**config.mk**
```make
export PLATFORM = sky130hd
export DESIGN_NAME = rgb_led_sequencer
export DESIGN_NICKNAME = d
export VERILOG_FILES = /design/src/rtl/rgb_led_sequencer.sv
export SDC_FILE = /design/constraint.sdc
export NUM_CORES = 1
export LEC_CHECK = 0
export CORE_MARGIN = 2
export CORE_UTILIZATION = 54
export CTS_BUF_LIST = sky130_fd_sc_hd__clkbuf_4 sky130_fd_sc_hd__clkbuf_8 sky130_fd_sc_hd__clkbuf_16
export CTS_CLUSTER_DIAMETER = 100
export DETAILED_ROUTE_END_ITERATION = 10
export MAX_ROUTING_LAYER = met4
export PLACE_DENSITY = 0.73
export SLEW_MARGIN = 20
export SYNTH_ARGS = -nofsm -noshare
export SYNTH_HDL_FRONTEND = slang
export SYNTH_SLANG_ARGS = --single-unit
```
**constraint.sdc**
```tcl
create_clock -name clock -period 2.3 [get_ports clock]
set_input_delay 0.46 -clock clock [delete_from_list [all_inputs] [get_ports clock]]
set_output_delay 0.46 -clock clock [all_outputs]
set_load 0.02 [all_outputs]
```
**src/rtl/rgb_led_sequencer.sv**
```systemverilog
// RGB LED sequencer: two debounced buttons drive a colour-mode FSM and a brightness level into a PWM stage.
// Optional AUTO colour-cycling mode is built only when RGB_LED_SEQ_AUTO_EN is defined.
module rgb_led_sequencer #(
    parameter int DEBOUNCE_CYCLES = 500000,
    parameter int PWM_BITS        = 8,
    parameter int STEP_CYCLES     = 50000000
) (
    input  logic       clock,
    input  logic       reset,
    input  logic       push_button0,
    input  logic       push_button1,
    output logic       led_red,
    output logic       led_green,
    output logic       led_blue,
    output logic [2:0] mode,
    output logic [1:0] level
);
    localparam int DB_W = $clog2(DEBOUNCE_CYCLES);
    localparam int STEP_W = $clog2(STEP_CYCLES);
    localparam logic [DB_W-1:0]     DB_LAST  = DB_W'(DEBOUNCE_CYCLES - 1);
    localparam logic [DB_W-1:0]     DB_ONE   = DB_W'(1);
    localparam logic [PWM_BITS-1:0] PWM_ONE  = PWM_BITS'(1);
    localparam logic [PWM_BITS-1:0] DUTY_MAX = {PWM_BITS{1'b1}};

    if (DEBOUNCE_CYCLES < 2 || PWM_BITS < 4 || PWM_BITS > 16 || STEP_CYCLES < 2) begin : g_bad_params
        $error("rgb_led_sequencer: parameter out of range");
    end

    typedef enum logic [2:0] {
        MODE_OFF   = 3'd0,
        MODE_RED   = 3'd1,
        MODE_GREEN = 3'd2,
        MODE_BLUE  = 3'd3,
        MODE_WHITE = 3'd4
`ifdef RGB_LED_SEQ_AUTO_EN
        , MODE_AUTO = 3'd5
`endif
    } mode_t;

    logic [1:0] raw;
    logic [1:0] press;
    assign raw = {push_button1, push_button0};

    genvar gi;
    for (gi = 0; gi < 2; gi++) begin : g_btn
        logic            sync1_reg, sync2_reg, stable_reg, press_reg;
        logic [DB_W-1:0] count_reg;

        always_ff @(posedge clock) begin
            if (reset) begin
                sync1_reg  <= 1'b0;
                sync2_reg  <= 1'b0;
                stable_reg <= 1'b0;
                press_reg  <= 1'b0;
                count_reg  <= '0;
            end else begin
                sync1_reg <= raw[gi];
                sync2_reg <= sync1_reg;
                press_reg <= 1'b0;
                if (sync2_reg == stable_reg) begin
                    count_reg <= '0;
                end else if (count_reg == DB_LAST) begin
                    // Level accepted; only a rising acceptance is a press event.
                    count_reg  <= '0;
                    stable_reg <= sync2_reg;
                    press_reg  <= sync2_reg;
                end else begin
                    count_reg <= count_reg + DB_ONE;
                end
            end
        end

        assign press[gi] = press_reg;
    end

    mode_t      mode_reg, mode_next;
    logic [1:0] level_reg;

    always_ff @(posedge clock) begin
        if (reset) begin
            mode_reg  <= MODE_OFF;
            level_reg <= 2'd3;
        end else begin
            mode_reg  <= mode_next;
            level_reg <= level_reg + {1'b0, press[1]};
        end
    end

    always_comb begin
        mode_next = mode_reg;
        if (press[0]) begin
            case (mode_reg)
                MODE_OFF:   mode_next = MODE_RED;
                MODE_RED:   mode_next = MODE_GREEN;
                MODE_GREEN: mode_next = MODE_BLUE;
                MODE_BLUE:  mode_next = MODE_WHITE;
`ifdef RGB_LED_SEQ_AUTO_EN
                MODE_WHITE: mode_next = MODE_AUTO;
`else
                MODE_WHITE: mode_next = MODE_OFF;
`endif
                default:    mode_next = MODE_OFF;
            endcase
        end
    end

    logic [2:0] mask_now;

`ifdef RGB_LED_SEQ_AUTO_EN
    logic [STEP_W-1:0] dwell_reg;
    logic [1:0]        auto_idx_reg;

    // Held at zero outside AUTO, so every entry restarts at red with a fresh dwell.
    always_ff @(posedge clock) begin
        if (reset || mode_reg != MODE_AUTO) begin
            dwell_reg    <= '0;
            auto_idx_reg <= 2'd0;
        end else if (dwell_reg == STEP_W'(STEP_CYCLES - 1)) begin
            dwell_reg    <= '0;
            auto_idx_reg <= (auto_idx_reg == 2'd2) ? 2'd0 : auto_idx_reg + 2'd1;
        end else begin
            dwell_reg <= dwell_reg + STEP_W'(1);
        end
    end
`endif

    always_comb begin
        mask_now = 3'b000;
        case (mode_reg)
            MODE_RED:   mask_now = 3'b100;
            MODE_GREEN: mask_now = 3'b010;
            MODE_BLUE:  mask_now = 3'b001;
            MODE_WHITE: mask_now = 3'b111;
`ifdef RGB_LED_SEQ_AUTO_EN
            MODE_AUTO:  mask_now = 3'b100 >> auto_idx_reg;
`endif
            default:    mask_now = 3'b000;
        endcase
    end

    // (2^N >> s) - 1 equals (2^N - 1) >> s, which avoids a wider intermediate.
    logic [PWM_BITS-1:0] duty_now, duty_eff, duty_lat_reg, pwm_cnt_reg;
    logic [2:0]          mask_eff, mask_lat_reg, led_next, led_reg;

    assign duty_now = DUTY_MAX >> (2'd3 - level_reg);
    assign duty_eff = (pwm_cnt_reg == '0) ? duty_now : duty_lat_reg;
    assign mask_eff = (pwm_cnt_reg == '0) ? mask_now : mask_lat_reg;

    for (gi = 0; gi < 3; gi++) begin : g_chan
        assign led_next[gi] = mask_eff[gi] && (pwm_cnt_reg < duty_eff);
    end

    always_ff @(posedge clock) begin
        if (reset) begin
            pwm_cnt_reg  <= '0;
            duty_lat_reg <= '0;
            mask_lat_reg <= 3'b000;
            led_reg      <= 3'b000;
        end else begin
            pwm_cnt_reg <= pwm_cnt_reg + PWM_ONE;
            if (pwm_cnt_reg == '0) begin
                duty_lat_reg <= duty_now;
                mask_lat_reg <= mask_now;
            end
            led_reg <= led_next;
        end
    end

    assign led_red   = led_reg[2];
    assign led_green = led_reg[1];
    assign led_blue  = led_reg[0];
    assign mode      = mode_reg;
    assign level     = level_reg;
endmodule

```
* Word-level counts from Yosys, hierarchy flattened
Cells that the tools add are included.
** Word-level totals
- Output and inout bits :: 8
- Bits in registers :: 73
- Logic and storage cells :: 50
- ROM bits :: 0
- Latch bits :: 0
- Memories kept :: 0
- Memory bits (writable) :: 0
** Cells by class
- Order comparisons :: 1
- Shifts and indexed selects :: 1
- Mux-type cells :: 4
- Bitwise logic cells :: 4
- $add $sub $neg :: 5
- Multipliers :: 0
- Equal/unequal tests :: 8
- Reduce and logical (&&, ||, !) cells :: 11
- Div/mod/pow operators :: 0
** Operators by type and width (number)
- $add 19x1->19 const B :: 2
- $eq 19x19->1 const B :: 2
- $pmux 3 s4 :: 2
- $reduce_or 3->1 :: 4
- $add 8x1->8 const B :: 1
- $logic_not 8->1 :: 1
- $lt 8x8->1 :: 1
- $mux 8 :: 1
- $shr 8x2->8 const A :: 1
- $eq 3x2->1 const B :: 2
- $not 1->1 :: 4
- $reduce_and 2->1 :: 2
- $eq 3x1->1 const B :: 1
- $eq 3x3->1 const B :: 1
- $logic_and 1x1->1 :: 3
- $logic_not 3->1 :: 1
- $mux 3 :: 1
- $add 2x1->2 :: 1
- $eq 1x1->1 :: 2
- $sub 2x2->2 const A :: 1

* Logic depth before layout (Yosys ltp)
- Word-level depth :: 5
- Depth in mapped cells :: 10
- Depth with buffers taken out :: 9

* Worst setup path before layout
OpenSTA, ideal clock, no wires.
- Path kind :: register to register
- Start point :: register pwm_cnt_reg[5]
- End point :: register led_reg[0]
- Clock period less this slack :: 2344 ps
- Stages on the path, launching flop included :: 10
- Slack :: -44 ps
- Data required time :: 2220 ps
- Arrival :: 2264 ps
- Path through :: dfxtp_1 -> nor4_1 -> and3_1 -> buf_2 -> mux2i_1 -> ha_1 -> a211oi_1 -> o21bai_1 -> o22ai_1 -> nor3b_1
** Between the ends
- Word-level cells in the longest chain between the ends :: 4
** Ends and longest elaborated chain
- start: declaration :: RTL line 142 : logic [PWM_BITS-1:0] duty_now, duty_eff, duty_lat_reg, pwm_cnt_reg;
- start signal: assignment :: RTL line 160 : pwm_cnt_reg <= pwm_cnt_reg + PWM_ONE;
- $logic_not 8->1 :: RTL line 146, 147
- $mux 8
- $lt 8x8->1 :: RTL line 150 : assign led_next[gi] = mask_eff[gi] && (pwm_cnt_reg < duty_eff);
- $logic_and 1x1->1 (*) :: RTL line 150
- end signal: assignment :: RTL line 165 : led_reg <= led_next;
- end: declaration :: RTL line 143 : logic [2:0] mask_eff, mask_lat_reg, led_next, led_reg;
Every way passes the cells marked *; elsewhere a longest branch is shown, timed or not.
A chain may end at the register's enable or synchronous reset.

* Final worst setup path
- Start point :: register pwm_cnt_reg[6]
- End point :: register led_reg[1]
Same word-level chain as after synthesis.

==> metrics.md <==
| Metric | Value |
|---|---|
| Non-filler cells, final | `466` |
| Mean Syn Cell Area | `8.97 um^2` |
| Adder-cell share of the synthesized area | `4.63%` |
| Remaining antenna violation count | `0` |
| Main combinational cell family by area after synthesis | `simple AND/OR/NAND/NOR gates` |
| Dpl cells | `450` |
| Pleak | `1.32 nW` |
| Post-Syn Nets | `377` |
| PwrDens | `706 nW/um^2` |
| Vias in the first global route | `2194` |
| H-Tree Level Count | `3` |
| Asr flop ratio synth | `0%` |
| Achievable frequency | `446 MHz` |
| CTS tree | `done` |
| #FFs+latches synth | `73` |
| Final setup viols | `0` |
| Tmin final | `2240 ps` |
| Via density | `5.32` |
| WP depth | `8` |
| CP startpoint kind | `register` |
| Post-synth EDFFs | `0` |
| R2R cell count | `8` |
| CTS Buf Count | `9` |
| Simple-gate share of the synthesized area | `27.7%` |
| Number of flip-flops under the largest register name | `38` |
| CP max FO | `4` |
| Fill count | `464` |
| Die Area | `6630 um^2` |
| Crit path max-delay family | `simple AND/OR/NAND/NOR gates` |
| Worst Tran Pin Value | `471 ps` |
| Slew headroom | `68.5%` |
| CTS sink cnt | `73` |
| DRC viols | `0` |
| Multiplexer share of the synthesized area | `2.51%` |
| Worst VDD drop | `533 uV` |
| Post-CTS setup buffers | `0` |
| Post-Route WL | `5800 um` |
| CP required | `2570 ps` |
| Critical path buffers and inverters | `0` |
| CTS Root Buffer Type | `clkbuf_8` |
| Sequential share of the synthesized area | `45.1%` |
| Worst-skew pair later-pin latency | `350 ps` |
| Post-Syn Instances | `361` |
| Unrepaired setup endpoints after global routing | `yes` |
| Crit end category | `register` |
| Gr usage total | `19.9%` |
| Initial Utilization | `55.4%` |
| Largest net degree at the start of global routing | `22` |
| # diodes | `0` |
| Run status | `completed` |
| Max Cap Viol | `0` |
| Setup TNS | `0 ps` |
| WHS | `442 ps` |
| GR Overflow Total | `0` |
| Average wire per standard cell | `12.5 um` |
| Synthesis-to-layout area growth | `17.8%` |
| Maximum clock insertion buffer count | `2` |
| CTS Hold Buffers Added | `0` |
| Die Wd | `81.5 um` |
| First DRT Iteration DRCs | `106` |
| Distinct cells, synth | `46` |
| DP HPWL | `4070 um` |
| Die H | `81.5 um` |
| Tcrit/Tclk final | `97.5%` |
| PortBufs | `11` |
| Post-Synthesis Cell Area | `3240 um^2` |
| Ports | `12` |
| Fraction of the mapped netlist area in compound gates | `6.99%` |
| Hold Vio Cnt, Final | `0` |
| Layout Skew | `7.51 ps` |
| Critical path's slowest cell | `dfxtp_2` |
| Share of layout cells above drive strength 1 | `14.3%` |
| Post-synthesis xor/xnor area fraction | `9.73%` |
| Slowest stage delay, CP | `340 ps` |
| GP Congestion | `0.824` |
| Row count | `28` |
| Critical path class | `register to register` |
| CORE AREA | `5850 um^2` |
| First drt pass iteration count | `4` |
| Total Power | `2.70 mW` |
| Cell Chain, Critical Path | `nor4_4, and3_4, mux2i_2, ha_1, a211oi_2, o211ai_1, o22ai_2, nor3b_1` |
| Synth warn | `0` |
| Worst Hold Class | `register to register` |
| Layout Nets | `402` |
| Antenna violations before repair | `0` |
| Global-route wire length before repair | `9830 um` |
| Worst Hold Depth | `1` |
| Max-slew violation count | `0` |
| Vias | `2480` |
| Ys flop type | `dfxtp_1` |
| CP arrival | `2510 ps` |
| Clock Pin Slew Worst Setup and Hold Paths | `70 ps` |
Yosys cell counts, drive strengths merged (9+ instances only):
cell / instances / area (um^2)
nor2: 67 / 251
a21oi: 15 / 75.1
dfxtp: 73 / 1460
xor2: 11 / 96.3
inv: 13 / 48.8
xnor2: 25 / 219
clkbuf: 9 / 35.0
nand3: 18 / 90.1
ha: 12 / 150
nand2: 12 / 45.0
nand4: 13 / 103
kinds of logic (layout without fill, tap and decap cells):
family                     count (synthesis)  count (layout)
and+or+nand+nor                          170             170
AOI/OAI and AO/OA                         36              36
buffers and inverters                     26              56
xor gates and xnor gates                  36              36
DFF                                       73              73
adders and majority gates                 12              12
muxes                                      8               8
layout make-up:
type | instances | area (um^2) | area share, %
Inverter | 13 | 48.8 | 1.28
Sequential cell | 73 | 1460 | 38.3
Tap cell | 75 | 93.8 | 2.46
Clock inverter | 5 | 103 | 2.69
Timing Repair Buffer | 27 | 234 | 6.13
Clock buffer | 11 | 145 | 3.80
Multi-Input combinational cell | 262 | 1730 | 45.3
layer usage:
layer	wire, um	track usage, %
met5	0	-
met4	71	6.78
met3	212	6.81
met2	2660	29.3
met1	2860	25.5
path summary, 6_finish.rpt:
kind | start | to | slack [ps]
setup / recovery | pwm_cnt_reg[6] | led_reg[1] | 60
hold / removal | g_btn[1].sync1_reg | g_btn[1].sync2_reg | 440
setup reg to reg | pwm_cnt_reg[6] | led_reg[1] | 60
hold reg to reg | g_btn[1].sync1_reg | g_btn[1].sync2_reg | 440
placed cells by master (no fill, tap or decap), drive strengths merged, types with 6 or more instances in the layout:
master,n
or2,6
xnor2,25
nand3,18
nor2,67
nor3,7
dfxtp,73
mux2i,7
clkdlybuf4s50,11
nand2,12
inv,13
or4,6
ha,12
clkbuf,11
o21ai,8
buf,16
nand4,13
xor2,11
a21oi,15
nand2b,6
nor4,8
power breakdown:
| part | leakage [nW] | internal, mW | total (mW) | switching, mW |
|---|---|---|---|---|
| registers | 0.593 | 1.29 | 1.31 | 0.0166 |
| logic | 0.609 | 0.0828 | 0.169 | 0.0865 |
| clock network | 0.123 | 0.760 | 1.22 | 0.457 |
| total | 1.32 | 2.14 | 2.70 | 0.560 |
metrics by stage:
step	setup WS, ps	area (um^2)	utilization (%)
after global placement	-14.8	3500	59.9
final	57.8	3820	65.2
after global routing	-84.4	3820	65.2
after floorplan	8.13	3240	-
after detailed placement	-103	3500	59.9
after CTS	31.6	3770	64.5
what timing repair did:
| item | in CTS | in global routing |
|---|---|---|
| resized for setup | 5 | 12 |
| cloned | 0 | 0 |
| pin swaps | 2 | 6 |
| endpoints found under the setup margin | 3 | 3 |
No activity file was read; power rests on OpenSTA's default activity.
